===== config.mk =====
export PLATFORM = sky130hd
export DESIGN_NAME = vga_cell_renderer
export DESIGN_NICKNAME = d
export VERILOG_FILES = /design/src/rtl/vga_cell_renderer.sv
export SDC_FILE = /design/constraint.sdc
export NUM_CORES = 2
export LEC_CHECK = 0
export ABC_AREA = 1
export ABC_CLOCK_PERIOD_IN_PS = 37900
export CORE_ASPECT_RATIO = 0.75
export CORE_MARGIN = 2
export CORE_UTILIZATION = 59
export DETAILED_ROUTE_END_ITERATION = 6
export GPL_ROUTABILITY_DRIVEN = 0
export PLACE_DENSITY = 0.76
export SYNTH_ARGS = -nofsm -noshare
export SYNTH_HDL_FRONTEND = slang
export SYNTH_SLANG_ARGS = --single-unit
export TNS_END_PERCENT = 20

===== constraint.sdc =====
create_clock -name clk -period 37.9 [get_ports clk]
set_input_delay 7.58 -clock clk [delete_from_list [all_inputs] [get_ports clk]]
set_output_delay 7.58 -clock clk [all_outputs]
set_load 0.05 [all_outputs]

===== src/rtl/vga_cell_renderer.sv =====
// -----------------------------------------------------------------------------
// vga_cell_renderer
//   Pixel stage that sits right after the VGA sync/timing generator. It paints
//   a COLS x ROWS grid of square cells (side 2**CELL_LOG2 pixels) whose codes
//   live in a register board, draws grid lines and a background, and delays the
//   sync/blank strobes so they stay aligned with the 2-cycle RGB pipeline.
//   Game logic writes a shadow board; a falling edge of vsync_in copies the
//   shadow into the displayed (live) board in one cycle, so a frame never tears.
//
// Ports
//   clk, rst                 pixel clock, asynchronous active-high reset
//   x, y                     pixel coordinates from the timing generator
//   hsync_in, vsync_in       active-low syncs; blank_n_in = 1 in active video
//   wr_en/wr_col/wr_row/     shadow-board write request; wr_ack pulses the
//   wr_code, wr_ack          cycle after an in-range write is taken
//   frame_commit             pulses in the cycle the shadow->live copy lands
//   hsync_out, vsync_out,    sync/blank delayed by 2 cycles
//   blank_n_out
//   red, green, blue         8-bit colour, 2 cycles after x/y
// -----------------------------------------------------------------------------
module vga_cell_renderer #(
    parameter int          COLS       = 16,
    parameter int          ROWS       = 12,
    parameter int          CELL_LOG2  = 5,
    parameter int          X0         = 64,
    parameter int          Y0         = 48,
    parameter logic [23:0] BORDER_RGB = 24'hFFFFFF,
    parameter logic [23:0] BG_RGB     = 24'h000040
) (
    input  logic       clk,
    input  logic       rst,
    input  logic [9:0] x,
    input  logic [9:0] y,
    input  logic       hsync_in,
    input  logic       vsync_in,
    input  logic       blank_n_in,
    input  logic       wr_en,
    input  logic [3:0] wr_col,
    input  logic [3:0] wr_row,
    input  logic [1:0] wr_code,
    output logic       wr_ack,
    output logic       frame_commit,
    output logic       hsync_out,
    output logic       vsync_out,
    output logic       blank_n_out,
    output logic [7:0] red,
    output logic [7:0] green,
    output logic [7:0] blue
);

    // Grid bounds held at 11 bits so the right/bottom edge cannot wrap.
    localparam logic [10:0] X_LO = 11'(X0);
    localparam logic [10:0] X_HI = 11'(X0 + (COLS << CELL_LOG2));
    localparam logic [10:0] Y_LO = 11'(Y0);
    localparam logic [10:0] Y_HI = 11'(Y0 + (ROWS << CELL_LOG2));
    localparam logic [9:0]  X0_W = 10'(X0);
    localparam logic [9:0]  Y0_W = 10'(Y0);

    // Boards: one 2-bit code per cell.
    logic [1:0] r_shadow [0:ROWS-1][0:COLS-1];
    logic [1:0] r_live   [0:ROWS-1][0:COLS-1];

    logic       r_vsync_prev;
    logic       r_wr_ack;
    logic       r_frame_commit;

    // Stage 1 registers
    logic [3:0] r_s1_col;
    logic [3:0] r_s1_row;
    logic       r_s1_in_grid;
    logic       r_s1_border;
    logic       r_s1_blank_n;
    logic       r_s1_hsync;
    logic       r_s1_vsync;

    // Stage 2 registers
    logic [23:0] r_rgb;
    logic        r_hsync;
    logic        r_vsync;
    logic        r_blank_n;

    logic [9:0]           w_dx;
    logic [9:0]           w_dy;
    logic [CELL_LOG2-1:0] w_dx_low;
    logic [CELL_LOG2-1:0] w_dy_low;
    logic                 w_in_grid;
    logic                 w_border;
    logic                 w_wr_ok;
    logic                 w_vs_fall;
    logic [1:0]           w_cell_code;
    logic [23:0]          w_cell_rgb;
    logic [23:0]          w_pixel_rgb;

    // -------------------------------------------------------------------------
    // Stage 1 geometry. dx/dy wrap left of / above the grid; in_grid therefore
    // compares the raw coordinates, never dx/dy.
    // -------------------------------------------------------------------------
    always_comb begin
        w_dx      = x - X0_W;
        w_dy      = y - Y0_W;
        w_dx_low  = w_dx[CELL_LOG2-1:0];
        w_dy_low  = w_dy[CELL_LOG2-1:0];
        w_in_grid = ({1'b0, x} >= X_LO) && ({1'b0, x} < X_HI) &&
                    ({1'b0, y} >= Y_LO) && ({1'b0, y} < Y_HI);
        w_border  = (w_dx_low == '0) || (w_dx_low == '1) ||
                    (w_dy_low == '0) || (w_dy_low == '1);
    end

    always_ff @(posedge clk or posedge rst) begin
        if (rst) begin
            r_s1_col     <= '0;
            r_s1_row     <= '0;
            r_s1_in_grid <= 1'b0;
            r_s1_border  <= 1'b0;
            r_s1_blank_n <= 1'b0;
            r_s1_hsync   <= 1'b1;
            r_s1_vsync   <= 1'b1;
        end else begin
            r_s1_col     <= 4'(w_dx >> CELL_LOG2);
            r_s1_row     <= 4'(w_dy >> CELL_LOG2);
            r_s1_in_grid <= w_in_grid;
            r_s1_border  <= w_border;
            r_s1_blank_n <= blank_n_in;
            r_s1_hsync   <= hsync_in;
            r_s1_vsync   <= vsync_in;
        end
    end

    // -------------------------------------------------------------------------
    // Stage 2 colour. The cell index is only meaningful inside the grid, so the
    // board is not consulted elsewhere.
    // -------------------------------------------------------------------------
    // NOTE: every signal written in an always_comb gets a default first, so no
    // path leaves it unassigned and no latch is inferred.
    always_comb begin
        w_cell_code = 2'b00;
        if (r_s1_in_grid) begin
            w_cell_code = r_live[r_s1_row][r_s1_col];
        end

        w_cell_rgb = 24'h000000;
        case (w_cell_code)
            2'd0: w_cell_rgb = 24'h000000;
            2'd1: w_cell_rgb = 24'hFF0000;
            2'd2: w_cell_rgb = 24'hFFFF00;
            2'd3: w_cell_rgb = 24'h0000FF;
            default: w_cell_rgb = 24'h000000;
        endcase

        w_pixel_rgb = 24'h000000;
        if (!r_s1_blank_n) begin
            w_pixel_rgb = 24'h000000;
        end else if (!r_s1_in_grid) begin
            w_pixel_rgb = BG_RGB;
        end else if (r_s1_border) begin
            w_pixel_rgb = BORDER_RGB;
        end else begin
            w_pixel_rgb = w_cell_rgb;
        end
    end

    always_ff @(posedge clk or posedge rst) begin
        if (rst) begin
            r_rgb     <= '0;
            r_hsync   <= 1'b1;
            r_vsync   <= 1'b1;
            r_blank_n <= 1'b0;
        end else begin
            r_rgb     <= w_pixel_rgb;
            r_hsync   <= r_s1_hsync;
            r_vsync   <= r_s1_vsync;
            r_blank_n <= r_s1_blank_n;
        end
    end

    // -------------------------------------------------------------------------
    // Shadow writes and once-per-frame commit.
    // -------------------------------------------------------------------------
    assign w_wr_ok   = wr_en && ({1'b0, wr_col} < 5'(COLS)) && ({1'b0, wr_row} < 5'(ROWS));
    assign w_vs_fall = r_vsync_prev && !vsync_in;

    always_ff @(posedge clk or posedge rst) begin
        if (rst) begin
            // NOTE: the boards are plain flip-flops rather than a RAM macro, so
            // they can take the asynchronous clear along with everything else.
            r_shadow       <= '{default: '0};
            r_live         <= '{default: '0};
            r_vsync_prev   <= 1'b1;
            r_wr_ack       <= 1'b0;
            r_frame_commit <= 1'b0;
        end else begin
            r_vsync_prev   <= vsync_in;
            r_wr_ack       <= w_wr_ok;
            r_frame_commit <= w_vs_fall;
            // NOTE: non-blocking assignments make a same-cycle write and commit
            // copy the pre-write shadow; the new code waits for the next frame.
            if (w_vs_fall) begin
                r_live <= r_shadow;
            end
            if (w_wr_ok) begin
                r_shadow[wr_row][wr_col] <= wr_code;
            end
        end
    end

    assign wr_ack       = r_wr_ack;
    assign frame_commit = r_frame_commit;
    assign hsync_out    = r_hsync;
    assign vsync_out    = r_vsync;
    assign blank_n_out  = r_blank_n;
    assign red          = r_rgb[23:16];
    assign green        = r_rgb[15:8];
    assign blue         = r_rgb[7:0];

endmodule


# After elaboration in Yosys (flattened, before gate mapping)
# Index checks and enable logic that the tools add are counted.
# word_totals
inputBits,36
reg_bits,810
output_inout_bits,29
elab_cells,449
# op_classes
n_reduce_logical,14
eq_ne,5
addsub,2
n_bitwise,4
muxes,16
magnitude_cmp,11
# op_table
op,n
$bwmux W384,1
$bmux W32 S4,1
$demux W32 S4,1
$mux W32,3
$pmux W24 S4,1
$mux W24,3
$ge A5 B5 Y1 const B,4
$not A4 Y5,4
$eq A5 B5 Y1 const B,2
$ge A10 B6 Y1 const B,1
$ge A10 B7 Y1 const B,1
$logic_not A5 Y1,2
$lt A10 B10 Y1 const B,1
$lt A10 B9 Y1 const B,1
$lt A5 B1 Y1 const B,2
$sub A9 B6 Y9 const B,1
$sub A9 B7 Y9 const B,1
$bmux W2 S4,1
$demux W2 S4,1
$mux W2,4
$logic_and A1 B1 Y1,7
$eq A2 B2 Y1 const B,2
$lt A4 B4 Y1 const B,1
$logic_or A1 B1 Y1,3
other kinds (3),3

# Depth between registers and ports, before layout
# depth
ltp_word,13
depth_mapped,18
depth_no_buf,15

# Worst setup path before layout
# No wires, ideal clock.
# synth_path
kind,in2reg
startpoint,input port vsync_in
endpoint,register r_live[101] in the netlist's numbering
n_path_buf,2
required_ps,37783
setup_slack_ps,29164
cell_stages,6
t_arrival_ps,8620
setup_time_ps,117
cell_sequence,nor2_1 > clkinv_1 > clkbuf_1 > clkbuf_1 > nand2_1 > nand2_1
# synth_via
elab_chain_cells,2
# synth_rtl
item,line,text
from (decl),35,"input logic vsync_in,"
$logic_not A1 Y1,180,assign w_vs_fall = r_vsync_prev && !vsync_in;
$logic_and A1 B1 Y1,180,
to (signal assigned),198,r_live <= r_shadow;
to (decl),61,logic [1:0] r_live [0:ROWS-1][0:COLS-1];
# No other way between the ends.
# A chain may end at the register's enable or synchronous reset.

# Worst setup path in the final report
# layout_path
startpoint,input port vsync_in
endpoint,register r_live[57] in the netlist's numbering
# The elaborated chain is that of the path after synthesis.

==> impl_metrics.json <==
{
  "status": "completed",
  "grt_util_all_layers": 0.299,
  "tightest_slew_ps": 1310,
  "numCtsBuffers": 75,
  "ys_warn_count": 0,
  "reg2reg_from": "r_s1_row[1]$_DFF_PP0_",
  "yosysTopAreaCell": "dfrtp_1",
  "cp.required_ps": 38340,
  "vias": 26900,
  "io_buffers": 64,
  "via_per_inst": 5.55,
  "maxSlewHeadroom": 0.124,
  "clk_latency_ps": 630,
  "clock-sinks": 790,
  "crit_path_end_kind": "flop",
  "finalSetupTns_ps": 0,
  "antenna_found_initial": 0,
  "reg2reg_slack_ps": 33670,
  "crit_arrival_ps": 11220,
  "async_reset_ff_frac": 1.00,
  "boundaryPins": 65,
  "ys_seq_area_frac": 0.581,
  "synth_area_per_cell_sq_um": 8.38,
  "r2r-end": "r_rgb[6]$_DFF_PP0_",
  "cts_max_level": 3,
  "rsz0062_at_grt": "false",
  "cts_setup_buffers": 0,
  "worstSetupPathType": "in -> reg",
  "clock_path_buffers": 3,
  "synth_cells": 4062,
  "clkTransAtPathRegs_ps": 60,
  "drt-initial-drc-count": 2895,
  "synthToLayoutAreaGrowth_pct": 9.45,
  "synthesis.area_sq_um": 34000,
  "period_needed_ps": 10780,
  "yosysTopAreaCellShare": 0.578,
  "ys_ff_latch": 790,
  "antennaDiodeCount": 0,
  "die_w_microns": 281,
  "cp-start-kind": "input port",
  "drtPass1Iterations": 6,
  "synth_cell_type_count": 34,
  "grt_pass1_wl_mm": 140,
  "fin_cells": 4840,
  "yosys_most_used_dff": "dfrtp_1",
  "synth_most_common_cell": "nand2_1",
  "synth-edff-count": 0,
  "die_h_microns": 212,
  "ctsHoldBuffers": 0,
  "routedWlPerCell_microns": 17.7,
  "drv_slew": 0,
  "cts_resized": 0,
  "cts-root-buf": "clkbuf_16",
  "hold_slack_ps": 355,
  "synthTopCellsByCount": "1614 x nand2_1, 786 x dfrtp_1, 648 x o21ai_0",
  "rr_worst_depth": 15,
  "maxCapViolations": 0,
  "hold_path.class": "reg -> reg",
  "die_area_sq_um": 59600,
  "fin_area_sq_um": 37200,
  "antenna_left": 0,
  "fmax_mhz": 92.8,
  "synthTopCellsByArea": "dfrtp_1 58%, nand2_1 18%, o21ai_0 9.5%",
  "power.density_nw_per_um2": 49.4,
  "cts_tree": "yes",
  "irDropWorstVdd_mv": 0.0344,
  "grt_start_max_net_pins": 247,
  "holdCritStartpoint": "r_s1_hsync$_DFF_PP1_",
  "overflow": 0,
  "syn_nets": 4103,
  "whs_path_depth": 0,
  "cp_max_fo": 246,
  "drc": 0,
  "leakagePower_nw": 17.7,
  "hold_violations": 0,
  "skew_ps": 32.9,
  "grt_pass1_vias": 26100,
  "routed_wl_mm": 85.8,
  "place_area_sq_um": 34800,
  "coreArea_sq_um": 57200,
  "period_share": 0.284,
  "dp_hpwl_mm": 48.1,
  "fin_util": 0.651,
  "setup_viol": 0,
  "dp_cells": 4707,
  "rows": 76,
  "fin_nets": 4045,
  "start_util": 0.594,
  "layout-drive-gt1-share": 0.0532,
  "whs_endpoint": "hsync_out$_DFF_PP1_"
}
==> layout by cell type, fill, tap and decap left out, drive strengths merged, types with 14 or more instances in the layout <==
cell type	netlist	layout
a21oi	32	32
buf	105	41
clkbuf	135	106
clkdlybuf4s50	0	64
clkinv	4	18
dfrtp	786	786
inv	285	288
nand2	1614	1614
nand3	211	211
nor2	104	104
nor3	22	22
o211ai	45	45
o21ai	684	684
or2	14	14
==> power by group <==
group | switching (W) | total, W | internal (W)
registers | 0.0000204 | 0.000902 | 0.000881
clock network | 0.000326 | 0.000755 | 0.000429
logic | 0.000132 | 0.000181 | 0.0000494
==> through the flow <==
step	setup slack, ps	total power [W]
2_1_floorplan	8140	0.00104
3_3_place_gp	26750	0.00109
3_5_place_dp	26660	0.00110
4_1_cts	27300	0.00184
5_1_grt	26850	0.00191
6_report	27120	0.00184
==> worst max-delay path: stages <==
cell and delay (ps):
clkdlybuf4s50_1 460, nor2_4 950, buf_4 930, buf_12 590
o21ai_0 190
==> sequential cells by signal (all words and copies together), names as in the netlist <==
signal	flops
r_s1_border	1
r_vsync_prev	1
r_rgb	4
r_s1_row	4
vsync_out	1
r_live	384
r_s1_hsync	1
frame_commit	1
blank_n_out	1
r_shadow	384
r_s1_col	4
wr_ack	1
r_s1_blank_n	1
r_s1_in_grid	1
hsync_out	1
==> worst max path at each step <==
stage | startpoint | to | slack (ps) | depth (start not counted)
3_5_place_dp | vsync_in | r_live[95]$_DFFE_PP0P_ | 26660 | 5
6_report | vsync_in | r_live[57]$_DFFE_PP0P_ | 27120 | 5
4_1_cts | vsync_in | r_live[95]$_DFFE_PP0P_ | 27300 | 5
5_1_grt | vsync_in | r_live[116]$_DFFE_PP0P_ | 26850 | 6
3_3_place_gp | vsync_in | r_live[119]$_DFFE_PP0P_ | 26750 | 5
2_1_floorplan | rst | blank_n_out$_DFF_PP0_ | 8140 | 1
==> area by class of cell <==
type / count / area, sq um
flip-flops and latches: 790 / 19800
repair buffers: 105 / 973
clock buffers: 106 / 2180
well taps: 780 / 976
clock inverters: 27 / 262
multi-input cells: 2743 / 12000
fillers: 4747 / 20000
inverters: 289 / 1110
==> logic make-up after synthesis <==
logic type,Yosys count,synth area share
DFF,790,0.581
xor gates and xnor gates,3,0.000772
adders and majority gates,5,0.00184
AOI/OAI and AO/OA,765,0.116
buffers and inverters,529,0.0678
and+or+nand+nor,1970,0.232
==> layer usage <==
metal,up-vias,GRT usage,wire [microns]
met4,0,0.0886,2480
met5,-,0,0
met1,12900,0.439,38500
li1,12800,-,-
met3,161,0.0570,7090
met2,1003,0.457,37800
(Power assumes the default switching activity.)
